===== src/rtl/aes128_key_expand_seq_if.sv =====
`default_nettype none
// ============================================================================
// Module      : aes128_key_expand_seq_if
// Description : Key-load handshake, status and round-key read bus of the
//               AES-128 sequential key-expansion engine.
// Revision    : 1.0 - initial release
// ============================================================================
interface aes128_key_expand_seq_if;
  logic         key_valid;
  logic         key_ready;
  logic [127:0] key_in;
  logic         busy;
  logic         done;
  logic         keys_valid;
  logic [3:0]   rd_idx;
  logic [127:0] rd_key;

  // Key source / round-key consumer side
  modport master (
    output key_valid, key_in, rd_idx,
    input  key_ready, busy, done, keys_valid, rd_key
  );

  // Key-expansion engine side
  modport slave (
    input  key_valid, key_in, rd_idx,
    output key_ready, busy, done, keys_valid, rd_key
  );
endinterface
`default_nettype wire


===== src/rtl/aes128_key_expand_seq.sv =====
`default_nettype none
// ============================================================================
// Module      : aes128_key_expand_seq
// Description : Sequential AES-128 key expansion. One schedule round per
//               clock; slot 0 holds the cipher key, slots 1..10 the round
//               keys. Round keys are read back by index.
//               Build option KEYEXP_RDREG_EN registers the read port (one
//               cycle of read latency); otherwise the read is combinational.
// Revision    : 1.0 - initial release
// ============================================================================
module aes128_key_expand_seq #(
  parameter int NROUNDS = 10
) (
  input  logic                  clk,
  input  logic                  rst_n,
  aes128_key_expand_seq_if.slave bus
);

  localparam int NSLOTS = NROUNDS + 1;

  // AES S-box, entry 0 in the most significant byte
  localparam logic [2047:0] SBOX = {
    128'h637c777bf26b6fc53001672bfed7ab76, 128'hca82c97dfa5947f0add4a2af9ca472c0,
    128'hb7fd9326363ff7cc34a5e5f171d83115, 128'h04c723c31896059a071280e2eb27b275,
    128'h09832c1a1b6e5aa0523bd6b329e32f84, 128'h53d100ed20fcb15b6acbbe394a4c58cf,
    128'hd0efaafb434d338545f9027f503c9fa8, 128'h51a3408f929d38f5bcb6da2110fff3d2,
    128'hcd0c13ec5f974417c4a77e3d645d1973, 128'h60814fdc222a908846eeb814de5e0bdb,
    128'he0323a0a4906245cc2d3ac629195e479, 128'he7c8376d8dd54ea96c56f4ea657aae08,
    128'hba78252e1ca6b4c6e8dd741f4bbd8b8a, 128'h703eb5664803f60e613557b986c11d9e,
    128'he1f8981169d98e949b1e87e9ce5528df, 128'h8ca1890dbfe6426841992d0fb054bb16
  };

  typedef enum logic [0:0] {
    ST_IDLE   = 1'b0,
    ST_EXPAND = 1'b1
  } state_t;

  // Byte b sits at bit offset (255-b)*8, which is simply {~b, 3'b000}
  function automatic logic [7:0] sbox(input logic [7:0] b);
    logic [10:0] pos;
    pos  = {~b, 3'b000};
    return SBOX[pos +: 8];
  endfunction

  function automatic logic [7:0] xtime(input logic [7:0] r);
    return {r[6:0], 1'b0} ^ (r[7] ? 8'h1B : 8'h00);
  endfunction

  // One schedule round: previous round key + rcon -> next round key
  function automatic logic [127:0] key_step(input logic [127:0] k, input logic [7:0] rc);
    logic [31:0] t, w0, w1, w2, w3;
    t  = {sbox(k[23:16]), sbox(k[15:8]), sbox(k[7:0]), sbox(k[31:24])} ^ {rc, 24'h0};
    w0 = k[127:96] ^ t;
    w1 = k[95:64]  ^ w0;
    w2 = k[63:32]  ^ w1;
    w3 = k[31:0]   ^ w2;
    return {w0, w1, w2, w3};
  endfunction

  state_t       state_q, state_d;
  logic [127:0] slot_q [NSLOTS];
  logic [127:0] slot_d [NSLOTS];
  logic [3:0]   round_q, round_d;
  logic [7:0]   rcon_q, rcon_d;
  logic         done_q, done_d;
  logic         keys_valid_q, keys_valid_d;
  logic [127:0] prev_key;
  logic [127:0] next_key;
  logic [127:0] rd_key_d;

  // Select the previous slot so a single step datapath is shared by all rounds
  always_comb begin
    prev_key = '0;
    for (int k = 0; k < NROUNDS; k++) begin
      if (round_q == 4'(k + 1)) prev_key = slot_q[k];
    end
    next_key = key_step(prev_key, rcon_q);
  end

  // Next-state logic: key acceptance in IDLE, one round per cycle in EXPAND
  always_comb begin
    state_d      = state_q;
    slot_d       = slot_q;
    round_d      = round_q;
    rcon_d       = rcon_q;
    done_d       = 1'b0;
    keys_valid_d = keys_valid_q;
    case (state_q)
      ST_IDLE: begin
        if (bus.key_valid) begin
          slot_d[0]    = bus.key_in;
          round_d      = 4'd1;
          rcon_d       = 8'h01;
          keys_valid_d = 1'b0;
          state_d      = ST_EXPAND;
        end
      end
      ST_EXPAND: begin
        for (int k = 1; k < NSLOTS; k++) begin
          if (round_q == 4'(k)) slot_d[k] = next_key;
        end
        rcon_d  = xtime(rcon_q);
        round_d = round_q + 4'd1;
        if (round_q == 4'(NROUNDS)) begin
          state_d      = ST_IDLE;
          done_d       = 1'b1;
          keys_valid_d = 1'b1;
        end
      end
      default: state_d = ST_IDLE;
    endcase
  end

  // State, key store and status registers; reset clears the whole schedule
  always_ff @(posedge clk or negedge rst_n) begin
    if (!rst_n) begin
      state_q      <= ST_IDLE;
      for (int k = 0; k < NSLOTS; k++) slot_q[k] <= '0;
      round_q      <= 4'd0;
      rcon_q       <= 8'h01;
      done_q       <= 1'b0;
      keys_valid_q <= 1'b0;
    end else begin
      state_q      <= state_d;
      slot_q       <= slot_d;
      round_q      <= round_d;
      rcon_q       <= rcon_d;
      done_q       <= done_d;
      keys_valid_q <= keys_valid_d;
    end
  end

  // Read mux; indices beyond the last slot return zero
  always_comb begin
    rd_key_d = '0;
    for (int k = 0; k < NSLOTS; k++) begin
      if (bus.rd_idx == 4'(k)) rd_key_d = slot_q[k];
    end
  end

`ifdef KEYEXP_RDREG_EN
  logic [127:0] rd_key_q;

  // Registered read port: one cycle of read latency
  always_ff @(posedge clk or negedge rst_n) begin
    if (!rst_n) rd_key_q <= '0;
    else        rd_key_q <= rd_key_d;
  end

  assign bus.rd_key = rd_key_q;
`else
  assign bus.rd_key = rd_key_d;
`endif

  assign bus.key_ready  = (state_q == ST_IDLE);
  assign bus.busy       = (state_q == ST_EXPAND);
  assign bus.done       = done_q;
  assign bus.keys_valid = keys_valid_q;

endmodule
`default_nettype wire

===== src/flat_wrapper.sv =====
// flat-port wrapper written by rule: the top's interface ports become plain ports
module aes128_key_expand_seq_flat 
#(
  parameter int NROUNDS = 10
)
  (clk, rst_n, bus_key_valid, bus_key_in, bus_rd_idx, bus_key_ready, bus_busy, bus_done, bus_keys_valid, bus_rd_key);
  aes128_key_expand_seq_if bus_i ();
  input  logic clk;
  input  logic rst_n;
  input wire logic [$bits(bus_i.key_valid)-1:0] bus_key_valid;
  input wire logic [$bits(bus_i.key_in)-1:0] bus_key_in;
  input wire logic [$bits(bus_i.rd_idx)-1:0] bus_rd_idx;
  output wire logic [$bits(bus_i.key_ready)-1:0] bus_key_ready;
  output wire logic [$bits(bus_i.busy)-1:0] bus_busy;
  output wire logic [$bits(bus_i.done)-1:0] bus_done;
  output wire logic [$bits(bus_i.keys_valid)-1:0] bus_keys_valid;
  output wire logic [$bits(bus_i.rd_key)-1:0] bus_rd_key;
  assign bus_i.key_valid = bus_key_valid;
  assign bus_i.key_in = bus_key_in;
  assign bus_i.rd_idx = bus_rd_idx;
  assign bus_key_ready = bus_i.key_ready;
  assign bus_busy = bus_i.busy;
  assign bus_done = bus_i.done;
  assign bus_keys_valid = bus_i.keys_valid;
  assign bus_rd_key = bus_i.rd_key;
  aes128_key_expand_seq #(.NROUNDS(NROUNDS)) u_core (.clk(clk), .rst_n(rst_n), .bus(bus_i));
endmodule

===== config.mk =====
export PLATFORM = sky130hd
export DESIGN_NAME = aes128_key_expand_seq_flat
export DESIGN_NICKNAME = d
export VERILOG_FILES = /design/src/rtl/aes128_key_expand_seq_if.sv /design/src/rtl/aes128_key_expand_seq.sv /design/src/flat_wrapper.sv
export SDC_FILE = /design/constraint.sdc
export NUM_CORES = 2
export LEC_CHECK = 0
export BUFFER_PORTS_ARGS = -buffer_cell sky130_fd_sc_hd__clkbuf_2
export CORE_UTILIZATION = 28
export CTS_CLUSTER_DIAMETER = 40
export CTS_CLUSTER_SIZE = 14
export DETAILED_ROUTE_END_ITERATION = 8
export MAX_ROUTING_LAYER = met4
export PLACE_DENSITY = 0.51
export REMOVE_ABC_BUFFERS = 1
export SKIP_LAST_GASP = 1
export SYNTH_ARGS = -nofsm -noshare
export SYNTH_HDL_FRONTEND = slang
export SYNTH_SLANG_ARGS = --single-unit

===== constraint.sdc =====
create_clock -name clk -period 10.9 [get_ports clk]
set_input_delay 0 -clock clk [delete_from_list [all_inputs] [get_ports clk]]
set_output_delay 0 -clock clk [all_outputs]
set_load 0.005 [all_outputs]

==> flow_summary.yaml <==
die:
  rows: 202
  initial_core_util_pct: 28.2
  ios: 267
  dieArea_sq_mm: 0.307
  die_h_um: 554
  die_width_um: 554
  coreArea_sq_mm: 0.303
grt:
  grt_max_degree: 166
  use_met2_pct: 43.3
  grt_antenna_before_repair: 20
  use_met1_pct: 38.3
  grtUsageTotal_pct: 29.6
  grt_pass1_wl_um: 652000
  overflow: 0
  grtUsageMet3_pct: 6.32
  top_usage_layer: "met2"
  grt_pass1_vias: 86766
place:
  place_hpwl_um: 285000
  preCtsSetupSlack_ps: 2190
  routabilityCongestion: 1.01
  io_buffers: 266
route:
  first_iter_violations: 12727
  wl_um: 457000
  routed_via_density: 6.13
  drtAntennaViolNets: 0
  vias: 89899
  drc: 3
  wl_per_cell_um: 31.2
  dr.pass1.iters: 9
setup_path:
  crit_fanout: 45
  worstReg2RegStart: "u_core.round_q[1]$_DFFE_PN0P_"
  max_stage_delay_ps: 1180
  crit_path_cell_trace: "inv_1, ha_4, buf_4, nor2b_1, buf_4, nand3b_1, and3_1, o21ai_4, buf_4, buf_4, nor2_1, o31a_1, a2111oi_0, o32a_1, o32ai_1, xor2_1, xnor2_1, buf_4, xnor2_2, o21ai_0"
  crit_required_ps: 11580
  r2r_setup_slack_ps: 2030
  reg2reg_depth: 20
  crit_path_start_kind: "flip-flop"
  crit_type: "flip-flop to flip-flop"
  cpMaxStageDelayCell: "nor2b_1"
  arrival_ps: 9550
  reg2reg_to: "u_core.slot_q[257]$_DFFE_PN0P_"
  worst_path_most_repeated_cell: "buf_4"
  endpoint_kind: "flip-flop"
synth:
  synth_cells: 10355
  ys_seq_area_share_pct: 41.7
  synth_edf_count: 0
  synth_top_flop_cell: "dfrtp_1"
  ys_warn_count: 0
  syn_area_per_cell_sq_um: 8.25
  synth_cell_type_count: 122
  ys_ff_latch: 1423
  ys_async_sr_fraction_pct: 100
  syn_area_sq_mm: 0.0854
cells_and_area:
  multi_input_area_sq_mm: 0.0456
  final_layout_size_suffix_gt1_share_pct: 13.4
  nets: 10627
  syn2layout_area_growth_pct: 21.1
  seq_area_sq_mm: 0.0356
  fill_cells: 31144
  final_util_pct: 34.1
run_status:
  violations: "DRC, capacitance limit, slew limit"
  status: "finished, violations left"
hold_path:
  min_to: "u_core.slot_q[1350]$_DFFE_PN0P_"
  hold_path.class: "input pin to flip-flop"
  worstHoldStart: "bus_key_in[70]"
  holdPathStages: 3
sta:
  slew_headroom_pct: -1.37
  rsz0062_at_grt: "no"
  hold_violations: 0
  tightest_slew_ps: 1510
  fmax_ghz: 0.113
  fin_skew_ps: 103
  hold_ws_ps: 50.3
  timing.final.crit_share_pct: 81.4
  fin_setup_tns_ps: 0
  min_period_ps: 8870
  setup_violations: 0
  drv_slew: 9
  setup_ws_ps: 2030
clock_network:
  cts_tree: "yes"
  clk-insertion-delay-late_ps: 910
  h-tree-depth: 5
  post_cts_buffers: 0
  cts_buffer_depth: 4
  cts_hold_buffers: 252
  cts_inserted_buffers: 291
  root_buffer: "clkbuf_16"
  clkSinkCount: 1423
  cts_resized: 0
  clk_pin_slew_ps: 50
flow_run:
  maxCapViolations: 1
==> cell families after synthesis <==
kind of cell	share of synthesized area, %
AO/OA/AOI/OAI	32.1
XOR/XNOR	2.62
adder cells (fa/ha/maj)	0.879
buffers and inverters	5.48
flip-flops	41.7
multiplexers	2.07
AND/OR/NAND/NOR	15.2
==> cell usage after synthesis (all sizes together), types with 42 or more instances <==
master  number  share of area (%)
o311ai      42               0.44
buf        334                2.1
ha          60               0.88
o31ai       44               0.39
nor3       113               0.68
a211oi     180                1.6
xnor2      138                1.8
a311oi      59               0.61
inv         60               0.26
nor2       668                3.0
a22oi      353                3.1
o221ai      60               0.62
mux2       128                1.7
nand2     1863                8.2
dfrtp     1422                 42
o21ai     1720                 10
a21oi      681                4.0
a31oi      211                1.6
a222oi     104                1.2
nand3      158               0.93
a221o       65               0.76
o22ai       93               0.70
o211ai     201                1.8
clkbuf     716                3.1
a221oi     153                1.6
xor2        60               0.73
==> per-stage QoR <==
stage / area (sq um) / std cells
floorplan: 80900 / 9305
global placement: 90400 / 13864
detailed placement: 90400 / 13865
CTS: 103000 / 14641
global route: 103000 / 14652
finish: 103000 / 14656
==> state kept, by name (all words and copies together) (netlist names) <==
| register | count |
|---|---|
| u_core.rcon_q | 8 |
| u_core.round_q | 4 |
| u_core.bus.keys_valid | 1 |
| u_core.bus.done | 1 |
| u_core.slot_q | 1408 |
| u_core.bus.busy | 1 |
==> routing by layer <==
| metal | vias to the layer above | share of wire, % | routed length, um |
|---|---|---|---|
| met3 | 1256 | 9.9 | 45400 |
| met2 | 5621 | 43 | 197000 |
| met1 | 44659 | 41 | 188000 |
| met4 | 0 | 5.8 | 26500 |
| met5 | - | 0 | 0 |
| li1 | 38363 | - | - |
==> placed cells by master, fill, tap and decap left out, types with 101 or more instances in the layout <==
master / netlist / layout
nand2_1: 1861 / 1848
o21ai_0: 1498 / 1497
dfrtp_1: 1422 / 1420
a21oi_1: 678 / 678
nor2_1: 665 / 653
a22oi_1: 351 / 351
clkbuf_16: 0 / 293
buf_4: 42 / 292
clkbuf_2: 0 / 265
dlygate4sd3_1: 0 / 251
o21ai_1: 220 / 217
a31oi_1: 207 / 207
o211ai_1: 199 / 199
a211oi_1: 177 / 177
nand3_1: 157 / 153
a221oi_1: 149 / 149
mux2_2: 128 / 128
nor3_1: 110 / 104
a222oi_1: 104 / 104
xnor2_1: 104 / 101
==> critical path, delay by kind of cell (launching register included) <==
kind | cells | cell delay [ps]
compound gates | 6 | 1810
xor+xnor | 3 | 1640
fa+ha+maj | 1 | 570
buf+inv | 6 | 2430
flops | 1 | 460
simple gates | 4 | 1710
==> final cells by class <==
cell class,instances,share of cell area [%]
Antenna cell,15,0.0363
Clock buffer,345,7.56
Clock inverter,179,2.52
Inverter,62,0.229
Multi-Input combinational cell,7820,44.1
Sequential cell,1423,34.4
Tap cell,3978,4.81
Timing Repair Buffer,834,6.34
==> worst max-delay path by stage <==
stage	slack (ps)	cells past startpoint	end	startpoint
3_3_place_gp	2270	19	u_core.slot_q[433]$_DFFE_PN0P_	u_core.round_q[0]$_DFFE_PN0P_
2_1_floorplan	-1750	8	u_core.slot_q[519]$_DFFE_PN0P_	u_core.round_q[0]$_DFFE_PN0P_
4_1_cts	2130	20	u_core.slot_q[817]$_DFFE_PN0P_	u_core.round_q[0]$_DFFE_PN0P_
5_1_grt	1830	20	u_core.slot_q[919]$_DFFE_PN0P_	u_core.round_q[0]$_DFFE_PN0P_
3_5_place_dp	2190	20	u_core.slot_q[817]$_DFFE_PN0P_	u_core.round_q[0]$_DFFE_PN0P_
6_report	2030	20	u_core.slot_q[257]$_DFFE_PN0P_	u_core.round_q[1]$_DFFE_PN0P_
Power is left out: the tool's default activity adds up to more than one toggle a clock period on the data nets, which glitch-free logic cannot reach.
